## src/rtl/mem_stage_if.sv

```systemverilog
// Bus types and handshake bundle between the pre-memory stage, the memory-response stage and WB.
// The environment side (pre-mem, WB, memory port) uses the master modport; mem_stage uses slave.
package mem_stage_pkg;

  typedef struct packed {
    logic       ex;
    logic [4:0] exccode;
  } exc_t;

  typedef struct packed {
    logic        valid;
    logic [2:0]  load_op;
    logic [2:0]  c0_op;
    logic [7:0]  c0_addr;
    logic        req_ok;
    logic        res_from_mem;
    logic        res_to_mem;
    logic        rf_we;
    logic [4:0]  dest;
    logic [31:0] result;
    logic [31:0] pc;
    exc_t        exception;
    logic [31:0] phy_addr;
    logic [1:0]  tlb_op;
    logic [4:0]  cache_op;
  } pms_to_ms_t;

  typedef struct packed {
    logic        valid;
    logic [2:0]  c0_op;
    logic [7:0]  c0_addr;
    logic        rf_we;
    logic [4:0]  dest;
    logic [31:0] final_result;
    logic [31:0] pc;
    exc_t        exception;
    logic [1:0]  tlb_op;
    logic [4:0]  cache_op;
  } ms_to_ws_t;

  typedef struct packed {
    logic        op_mfc0;
    logic        load_pending;
    logic [4:0]  dest;
    logic [31:0] final_result;
  } ms_forward_t;

  typedef struct packed {
    logic flush;
  } flush_t;

  localparam logic [2:0] LD_LW  = 3'd0;
  localparam logic [2:0] LD_LB  = 3'd1;
  localparam logic [2:0] LD_LBU = 3'd2;
  localparam logic [2:0] LD_LH  = 3'd3;
  localparam logic [2:0] LD_LHU = 3'd4;
  localparam logic [2:0] LD_LWL = 3'd5;
  localparam logic [2:0] LD_LWR = 3'd6;

endpackage

interface mem_stage_if;
  import mem_stage_pkg::*;

  logic        ws_allowin;
  logic        ms_allowin;
  pms_to_ms_t  pms_to_ms_bus;
  ms_to_ws_t   ms_to_ws_bus;
  ms_forward_t ms_forward_bus;
  logic        wr_disable;
  logic        ms_wr_disable;
  flush_t      pipeline_flush;
  logic        data_data_ok;
  logic [31:0] data_rdata;

  modport master (
    output ws_allowin, pms_to_ms_bus, wr_disable, pipeline_flush, data_data_ok, data_rdata,
    input  ms_allowin, ms_to_ws_bus, ms_forward_bus, ms_wr_disable
  );

  modport slave (
    input  ws_allowin, pms_to_ms_bus, wr_disable, pipeline_flush, data_data_ok, data_rdata,
    output ms_allowin, ms_to_ws_bus, ms_forward_bus, ms_wr_disable
  );
endinterface

```

## src/rtl/mem_stage.sv

```systemverilog
// Memory-response stage: holds one instruction, collects its data response (live or buffered),
// aligns/merges load data, and swallows responses orphaned by a pipeline flush.
module mem_stage
  import mem_stage_pkg::*;
#(
  parameter int CANCEL_W = 2
) (
  input  logic     clk,
  input  logic     reset,
  mem_stage_if.slave ms_if
);

  logic                ms_valid_q, ms_valid_d;
  pms_to_ms_t          bus_q, bus_d;
  logic [31:0]         data_buf_q, data_buf_d;
  logic                data_got_q, data_got_d;
  logic [CANCEL_W-1:0] cancel_cnt_q, cancel_cnt_d;
  logic [CANCEL_W:0]   cancel_sum;

  logic        need_data;
  logic        data_ok_mine;
  logic        ms_ready_go;
  logic        ms_allowin;
  logic        ms_leave;
  logic        flush;
  logic        cancel_inc_cur, cancel_inc_new, cancel_dec;
  logic [31:0] rd, rt, load_data, final_result;
  logic [1:0]  addr;
  logic [7:0]  byte_sel;
  logic [15:0] half_sel;

  assign flush        = ms_if.pipeline_flush.flush;
  assign need_data    = bus_q.req_ok & (bus_q.res_from_mem | bus_q.res_to_mem) & ~bus_q.exception.ex;
  assign data_ok_mine = ms_if.data_data_ok & (cancel_cnt_q == '0);
  assign ms_ready_go  = ~need_data | data_got_q | data_ok_mine;
  assign ms_allowin   = ~ms_valid_q | (ms_ready_go & ms_if.ws_allowin);
  assign ms_leave     = ms_valid_q & ms_ready_go & ms_if.ws_allowin;

  // Orphan accounting: the flushed instruction's outstanding beat, plus a request accepted
  // upstream in the flush cycle, will each still return a beat that must be dropped.
  assign cancel_inc_cur = flush & ms_valid_q & need_data & ~data_got_q & ~data_ok_mine;
  assign cancel_inc_new = flush & ms_if.pms_to_ms_bus.valid & ms_if.pms_to_ms_bus.req_ok;
  assign cancel_dec     = ms_if.data_data_ok & (cancel_cnt_q != '0);
  assign cancel_sum     = {1'b0, cancel_cnt_q}
                        + {{CANCEL_W{1'b0}}, cancel_inc_cur}
                        + {{CANCEL_W{1'b0}}, cancel_inc_new}
                        - {{CANCEL_W{1'b0}}, cancel_dec};
  assign cancel_cnt_d   = cancel_sum[CANCEL_W-1:0];

  always_comb begin
    ms_valid_d = ms_valid_q;
    bus_d      = bus_q;
    data_buf_d = data_buf_q;
    data_got_d = data_got_q;
    if (flush) begin
      ms_valid_d = 1'b0;
    end else if (ms_allowin) begin
      ms_valid_d = ms_if.pms_to_ms_bus.valid;
    end
    if (ms_allowin & ms_if.pms_to_ms_bus.valid) begin
      bus_d = ms_if.pms_to_ms_bus;
    end
    if (flush | ms_leave) begin
      data_got_d = 1'b0;
    end else if (ms_valid_q & need_data & ~data_got_q & data_ok_mine) begin
      data_got_d = 1'b1;
      data_buf_d = ms_if.data_rdata;
    end
  end

  always_ff @(posedge clk) begin
    if (reset) begin
      ms_valid_q   <= 1'b0;
      data_got_q   <= 1'b0;
      cancel_cnt_q <= '0;
      bus_q        <= '0;
      data_buf_q   <= '0;
    end else begin
      ms_valid_q   <= ms_valid_d;
      data_got_q   <= data_got_d;
      cancel_cnt_q <= cancel_cnt_d;
      bus_q        <= bus_d;
      data_buf_q   <= data_buf_d;
    end
  end

  assert property (@(posedge clk) disable iff (reset) !cancel_sum[CANCEL_W]);

  assign rd   = data_got_q ? data_buf_q : ms_if.data_rdata;
  assign rt   = bus_q.result;
  assign addr = bus_q.phy_addr[1:0];

  always_comb begin
    byte_sel = rd[7:0];
    case (addr)
      2'd0: byte_sel = rd[7:0];
      2'd1: byte_sel = rd[15:8];
      2'd2: byte_sel = rd[23:16];
      2'd3: byte_sel = rd[31:24];
      default: byte_sel = rd[7:0];
    endcase
  end

  assign half_sel = addr[1] ? rd[31:16] : rd[15:0];

  always_comb begin
    load_data = rd;
    case (bus_q.load_op)
      LD_LB:  load_data = {{24{byte_sel[7]}}, byte_sel};
      LD_LBU: load_data = {24'd0, byte_sel};
      LD_LH:  load_data = {{16{half_sel[15]}}, half_sel};
      LD_LHU: load_data = {16'd0, half_sel};
      LD_LWL: begin
        case (addr)
          2'd0:    load_data = {rd[7:0],  rt[23:0]};
          2'd1:    load_data = {rd[15:0], rt[15:0]};
          2'd2:    load_data = {rd[23:0], rt[7:0]};
          default: load_data = rd;
        endcase
      end
      LD_LWR: begin
        case (addr)
          2'd0:    load_data = rd;
          2'd1:    load_data = {rt[31:24], rd[31:8]};
          2'd2:    load_data = {rt[31:16], rd[31:16]};
          default: load_data = {rt[31:8],  rd[31:24]};
        endcase
      end
      default: load_data = rd;
    endcase
  end

  assign final_result = bus_q.res_from_mem ? load_data : bus_q.result;

  assign ms_if.ms_allowin                  = ms_allowin;
  assign ms_if.ms_to_ws_bus.valid          = ms_valid_q & ms_ready_go;
  assign ms_if.ms_to_ws_bus.c0_op          = bus_q.c0_op;
  assign ms_if.ms_to_ws_bus.c0_addr        = bus_q.c0_addr;
  assign ms_if.ms_to_ws_bus.rf_we          = bus_q.rf_we & ~bus_q.exception.ex;
  assign ms_if.ms_to_ws_bus.dest           = bus_q.dest;
  assign ms_if.ms_to_ws_bus.final_result   = final_result;
  assign ms_if.ms_to_ws_bus.pc             = bus_q.pc;
  assign ms_if.ms_to_ws_bus.exception      = bus_q.exception;
  assign ms_if.ms_to_ws_bus.tlb_op         = bus_q.tlb_op;
  assign ms_if.ms_to_ws_bus.cache_op       = bus_q.cache_op;

  assign ms_if.ms_forward_bus.op_mfc0      = bus_q.c0_op[2] & ms_valid_q;
  assign ms_if.ms_forward_bus.load_pending = bus_q.res_from_mem & ms_valid_q & ~ms_ready_go;
  assign ms_if.ms_forward_bus.dest         = bus_q.dest & {5{ms_valid_q}};
  assign ms_if.ms_forward_bus.final_result = final_result;

  assign ms_if.ms_wr_disable = ms_valid_q & bus_q.exception.ex;

  // wr_disable is part of the WB handshake but nothing in this stage depends on it
  logic unused_bits;
  assign unused_bits = &{1'b0, ms_if.wr_disable, bus_q.valid, bus_q.phy_addr[31:2]};

endmodule

```

## src/flat_wrapper.sv

```systemverilog
// flat-port wrapper written by rule: the top's interface ports become plain ports
module mem_stage_flat import mem_stage_pkg::*;
#(
  parameter int CANCEL_W = 2
)
  (clk, reset, ms_if_ws_allowin, ms_if_pms_to_ms_bus, ms_if_wr_disable, ms_if_pipeline_flush, ms_if_data_data_ok, ms_if_data_rdata, ms_if_ms_allowin, ms_if_ms_to_ws_bus, ms_if_ms_forward_bus, ms_if_ms_wr_disable);
  mem_stage_if ms_if_i ();
  input  logic clk;
  input  logic reset;
  input wire logic [$bits(ms_if_i.ws_allowin)-1:0] ms_if_ws_allowin;
  input wire logic [$bits(ms_if_i.pms_to_ms_bus)-1:0] ms_if_pms_to_ms_bus;
  input wire logic [$bits(ms_if_i.wr_disable)-1:0] ms_if_wr_disable;
  input wire logic [$bits(ms_if_i.pipeline_flush)-1:0] ms_if_pipeline_flush;
  input wire logic [$bits(ms_if_i.data_data_ok)-1:0] ms_if_data_data_ok;
  input wire logic [$bits(ms_if_i.data_rdata)-1:0] ms_if_data_rdata;
  output wire logic [$bits(ms_if_i.ms_allowin)-1:0] ms_if_ms_allowin;
  output wire logic [$bits(ms_if_i.ms_to_ws_bus)-1:0] ms_if_ms_to_ws_bus;
  output wire logic [$bits(ms_if_i.ms_forward_bus)-1:0] ms_if_ms_forward_bus;
  output wire logic [$bits(ms_if_i.ms_wr_disable)-1:0] ms_if_ms_wr_disable;
  assign ms_if_i.ws_allowin = ms_if_ws_allowin;
  assign ms_if_i.pms_to_ms_bus = ms_if_pms_to_ms_bus;
  assign ms_if_i.wr_disable = ms_if_wr_disable;
  assign ms_if_i.pipeline_flush = ms_if_pipeline_flush;
  assign ms_if_i.data_data_ok = ms_if_data_data_ok;
  assign ms_if_i.data_rdata = ms_if_data_rdata;
  assign ms_if_ms_allowin = ms_if_i.ms_allowin;
  assign ms_if_ms_to_ws_bus = ms_if_i.ms_to_ws_bus;
  assign ms_if_ms_forward_bus = ms_if_i.ms_forward_bus;
  assign ms_if_ms_wr_disable = ms_if_i.ms_wr_disable;
  mem_stage #(.CANCEL_W(CANCEL_W)) u_core (.clk(clk), .reset(reset), .ms_if(ms_if_i));
endmodule
```

## config.mk

```make
export PLATFORM = sky130hd
export DESIGN_NAME = mem_stage_flat
export DESIGN_NICKNAME = d
export VERILOG_FILES = /design/src/rtl/mem_stage_if.sv /design/src/rtl/mem_stage.sv /design/src/flat_wrapper.sv
export SDC_FILE = /design/constraint.sdc
export NUM_CORES = 1
export LEC_CHECK = 0
export BUFFER_PORTS_ARGS = -buffer_cell sky130_fd_sc_hd__buf_2
export CELL_PAD_IN_SITES_DETAIL_PLACEMENT = 0
export CELL_PAD_IN_SITES_GLOBAL_PLACEMENT = 2
export CORE_MARGIN = 2
export CORE_UTILIZATION = 28
export CTS_CLUSTER_DIAMETER = 100
export DETAILED_ROUTE_END_ITERATION = 10
export PLACE_DENSITY = 0.76
export SYNTH_ARGS = -nofsm -noshare
export SYNTH_HDL_FRONTEND = slang
export SYNTH_SLANG_ARGS = --single-unit
```

## constraint.sdc

```tcl
create_clock -name clk -period 2.4 [get_ports clk]
set_input_delay 0.24 -clock clk [delete_from_list [all_inputs] [get_ports clk]]
set_output_delay 0.24 -clock clk [all_outputs]
set_load 0.01 [all_outputs]
```

### Yosys cells after proc, flatten, opt, wreduce, memory -nomap -nowiden

Cells that the tools add are included.

| storage, ports and cells | value |
|---|---|
| bits in registers | 138 |
| word-level logic and storage cells | 79 |
| input bits | 171 |

| operators by class | value |
|---|---|
| reductions and logical operators | 6 |
| add/sub/neg operators | 3 |
| eq/ne operators | 9 |
| multiplexer cells | 7 |
| bitwise logic cells | 35 |

Operator list:

| operator | number |
|---|---|
| $pmux W32 S3 | 2 |
| $pmux W32 S6 | 1 |
| $mux W32 | 2 |
| $pmux W8 S4 | 1 |
| $and A1 B1 Y1 | 22 |
| $mux W16 | 1 |
| $eq A3 B3 Y1 const B | 3 |
| $not A1 Y1 | 7 |
| $eq A3 B2 Y1 const B | 2 |
| $and A5 B5 Y5 | 1 |
| $or A1 B1 Y1 | 5 |
| $add A2 B1 Y2 | 2 |
| $eq A2 B2 Y1 const B | 2 |
| $logic_not A2 Y1 | 2 |
| $reduce_or A2 Y1 | 2 |
| $eq A3 B1 Y1 const B | 1 |
| $eq A2 B1 Y1 const B | 1 |
| $reduce_and A2 Y1 | 1 |
| $reduce_bool A2 Y1 | 1 |
| $sub A2 B1 Y2 | 1 |

### Depth between registers and ports, before layout

| depth | value |
|---|---|
| word-level depth | 11 |
| gate-level depth with buffers | 10 |
| mapped depth without buffers | 9 |

### Worst setup path before layout

OpenSTA, ideal clock, no wires.

| path | value |
|---|---|
| path kind | register -> output |
| from | reg u_core.data_got_q |
| to | out ms_if_ms_to_ws_bus[76] |
| path buffers | 2 |
| path slack | 0.272 ns |
| data arrival time | 1.888 ns |
| cell stages (with the launch flop) | 8 |
| data required time | 2.160 ns |
| cells stage by stage | dfxtp_1 -> buf_6 -> mux2_2 -> a22oi_2 -> a211oi_2 -> a211oi_4 -> a221oi_1 -> buf_4 |

| on the way | value |
|---|---|
| longest elaborated chain between the ends | 4 |
| elaborated cells between the ends (all ways) | 7 |

RTL lines:

| item | line | source |
|---|---|---|
| from (decl) | mem_stage.sv:16 | `logic data_got_q, data_got_d;` |
| from (signal assigned) | mem_stage.sv:80 | `data_got_q <= data_got_d;` |
| $mux W32 (*) | mem_stage.sv:89 | `assign rd = data_got_q ? data_buf_q : ms_if.data_rdata;` |
| $pmux W8 S4, or another cell as far along | mem_stage.sv:95 | `case (addr)` |
| $pmux W32 S6 (*) | mem_stage.sv:108 | `case (bus_q.load_op)` |
| $mux W32 (*) | mem_stage.sv:133 | `assign final_result = bus_q.res_from_mem ? load_data : bus_q.result;` |
| to (decl) | flat_wrapper.sv:17 | `output wire logic [$bits(ms_if_i.ms_to_ws_bus)-1:0] ms_if_ms_to_ws_bus;` |

Mark *: on every way between the ends. The rest lies on a longest branch, timed or not.

### Final worst setup path

| path | value |
|---|---|
| from | reg u_core.data_got_q |
| to | out ms_if_ms_to_ws_bus[68] |

Same word-level chain as after synthesis.

==> results.toml <==
[route]
drt_wl_total_mm = 28.5
routedWlPerCell_um = 17.9
drt_first_pass_iters = 8
drt_iter0_markers = 391
viasPerCell = 4.86
drc = 0
postRouteAntennaNets = 0
dr_total_vias = 7731

[critical_path]
path_class = "reg2out"
crit_fanout = 8
critPathRequiredTime_ns = 2.16
endpoint_kind = "output pin"
crit_arrival_ns = 2.44
start_kind = "flip-flop"

[die]
fp-row-count = 62
die_w_um = 175
core_region_area_mm2 = 0.0289
start_util_pct = 28.5
dieArea_mm2 = 0.0308
die_h_um = 175
io-pin-count = 307

[cts]
ctsHtreeMaxLevel = 4
clk_path_buf_depth = 2
cts_tree = "built"
root_buffer = "clkbuf_16"
numCtsBuffers = 17
clock_sinks = 138
clock_latency_ns = 0.43
clk_pin_slew_ns = 0.08

[timing]
fin_crit_sh_pct = 112
max_freq_mhz = 373
grt_setup_unrepaired = "yes"
fin_crit_ns = 2.68
drv_slew = 0
finalSetupTns_ns = -11.75
setup_viol = 63
finalHoldViolations = 0
setup_ws_ns = -0.284
max-slew-margin-rel_pct = 48.8
fin_worst_skew_ns = 0.0177
tightest_slew_ns = 0.768

[yosys]
yosys.area.top_type = "dfxtp_1"
synth-seq-cells = 138
syn_area_mm2 = 0.00823
yosysUniqueCellTypes = 60
avgSynthCellArea_um2 = 8.65
syn-num-nets = 1125
netlist.area_leader.share_pct = 33.6
synthArstFlopShare_pct = 0
synth-seq-area-share_pct = 33.6
synth_edf_count = 0
yosysWarnings = 0
synth_cells = 952
synthTopCellsByArea = "dfxtp_1, mux2i_1, buf_4"
ys.flop_type = "dfxtp_1"

[global_routing]
grt_usage_pct = 18.2
grt_pass1_vias = 7547
grt_max_degree = 71
grt-ovfl-total = 0
grt_antenna_before_repair = 7
grt_pass1_wl_mm = 43.4

[pwr]
leakage_nw = 5.23
power_density_mw_per_mm2 = 602
p_comb_share_pct = 24.6
power.switching_w = 0.00224
pwr-share-seq_pct = 36.7
intPower_w = 0.00460
totalPowerFinal_w = 0.00684
ir_worst_vdd_mv = 0.417
swShare_pct = 32.7
clock_power_share_pct = 38.7

[place]
post_dp_cell_area_mm2 = 0.00988
portBuffers = 275
place_congestion = 0.881
place_hpwl_mm = 20.4
dp.cells = 1544

[run]
drv_cap = 0

[layout]
area_growth_pct = 38.1
drive_gt1_share_pct = 42.5
nets = 1363
layout.cells.non_filler = 1591
final_design_area_no_fill_mm2 = 0.0114

[run_status]
violations = "setup timing"
run_status = "finished with violations"

[hold_path]
hold_path_class = "in2reg"
## stage by stage
step | utilization [%] | hold slack (ns) | setup slack (ns)
2_1_floorplan | - | 0.319 | 0.272
3_3_place_gp | 34.2 | 0.466 | 0.0163
3_5_place_dp | 34.2 | 0.476 | -0.0318
4_1_cts | 37.8 | 0.0125 | -0.304
5_1_grt | 39.4 | 0.0211 | -0.403
6_report | 39.4 | 0.0313 | -0.284
## cells in the mapped netlist, types with 15 or more instances
cell type  instances
dfxtp_1          138
nand3_1           30
buf_2             21
o21ai_0           39
mux2i_1          170
a221oi_1          15
clkbuf_1          30
a31oi_1           16
a211oi_1          15
a21oi_1           40
nor2_1           175
nand2_1           27
buf_4             96
## kinds of logic after synthesis
kind of cell    after synthesis  synth area share [%]
flops                       138                  33.6
compound gates              185                  15.5
simple gates                270                  14.2
buf+inv                     173                  13.7
mux                         182                  22.5
xor+xnor                      2                 0.213
fa+ha+maj                     2                 0.395
## per-layer routing
layer	track usage, %	routed length (um)	vias to the layer above
li1	-	-	3761
met1	22.5	12200	3616
met2	30.5	13700	292
met3	4.91	1850	56
met4	5.99	688	6
met5	0	48	-
## final timing paths
path / start / to / slack (ns) / cells after the start
setup / recovery: u_core.data_got_q / ms_if_ms_to_ws_bus[68] / -0.28 / 9
hold / removal: ms_if_pms_to_ms_bus[67] / u_core.ms_if.ms_to_ws_bus[35] / 0.03 / 3
hold reg to reg: u_core.bus_q[114] / u_core.bus_q[114] / 0.49 / 2
setup reg to reg: u_core.data_got_q / u_core.cancel_cnt_q[1] / 0.34 / 9
## timing repair
action / 4_1_cts / 5_1_grt
setup buffers: 7 / 5
pin swaps: 13 / 21
endpoints found under the setup margin: 64 / 64
hold buffers: 0 / 0
gates cloned: 1 / 0
resized for setup: 64 / 73
## layout make-up
class | count | area [um^2]
diodes | 4 | 10.0
clock buffers | 18 | 429
clock inverters | 14 | 153
fillers | 2976 | 17500
inverters | 10 | 37.5
multi-input cells | 641 | 4940
flip-flops and latches | 138 | 2780
well taps | 384 | 480
repair buffers | 382 | 2540
## worst max-delay path: stages, from the launching register on
cell,delay (ns)
dfxtp_4,0.40
buf_12,0.15
mux2_4,0.32
a22oi_2,0.21
a211oi_4,0.12
a211oi_4,0.22
buf_6,0.16
buf_12,0.17
a31oi_4,0.11
buf_2,0.16
## sequential cells by signal, summed over array words and instances (netlist names)
register                   cells
u_core.ms_valid_q              1
u_core.data_got_q              1
u_core.rt                     32
u_core.bus_q                   7
u_core.addr                    2
u_core.data_buf_q             32
u_core.cancel_cnt_q            2
u_core.ms_if.ms_to_ws_bus     61
## cells in the final DEF (no fill, tap or decap), drive strengths merged, types with 2 or more instances in the layout
cell       n
inv       19
nand4      2
nand2b     5
diode      4
a21boi     2
a2bb2oi    3
buf      381
clkbuf    19
a2111oi    2
a21oi     50
a211oi    17
o21ai     42
mux2      11
a221oi    17
nor2b      8
nor3       2
a31oi     16
nand2     27
mux2i    170
o22ai     13
a22oi      2
clkinv     5
nand3     30
nor2     176
and2      10
nand3b     2
a22o       7
a222oi     8
o211ai     2
dfxtp    138
## power groups by stage
stage	Combinational, W	Clock [W]	Sequential (W)
final	0.00169	0.00265	0.00251
after global routing	0.00183	0.00284	0.00252
after CTS	0.00156	0.00275	0.00251
after detailed placement	0.00145	0	0.00256
after global placement	0.00143	0	0.00256
after floorplan	0.000973	0	0.00252
(Power assumes the default switching activity.)
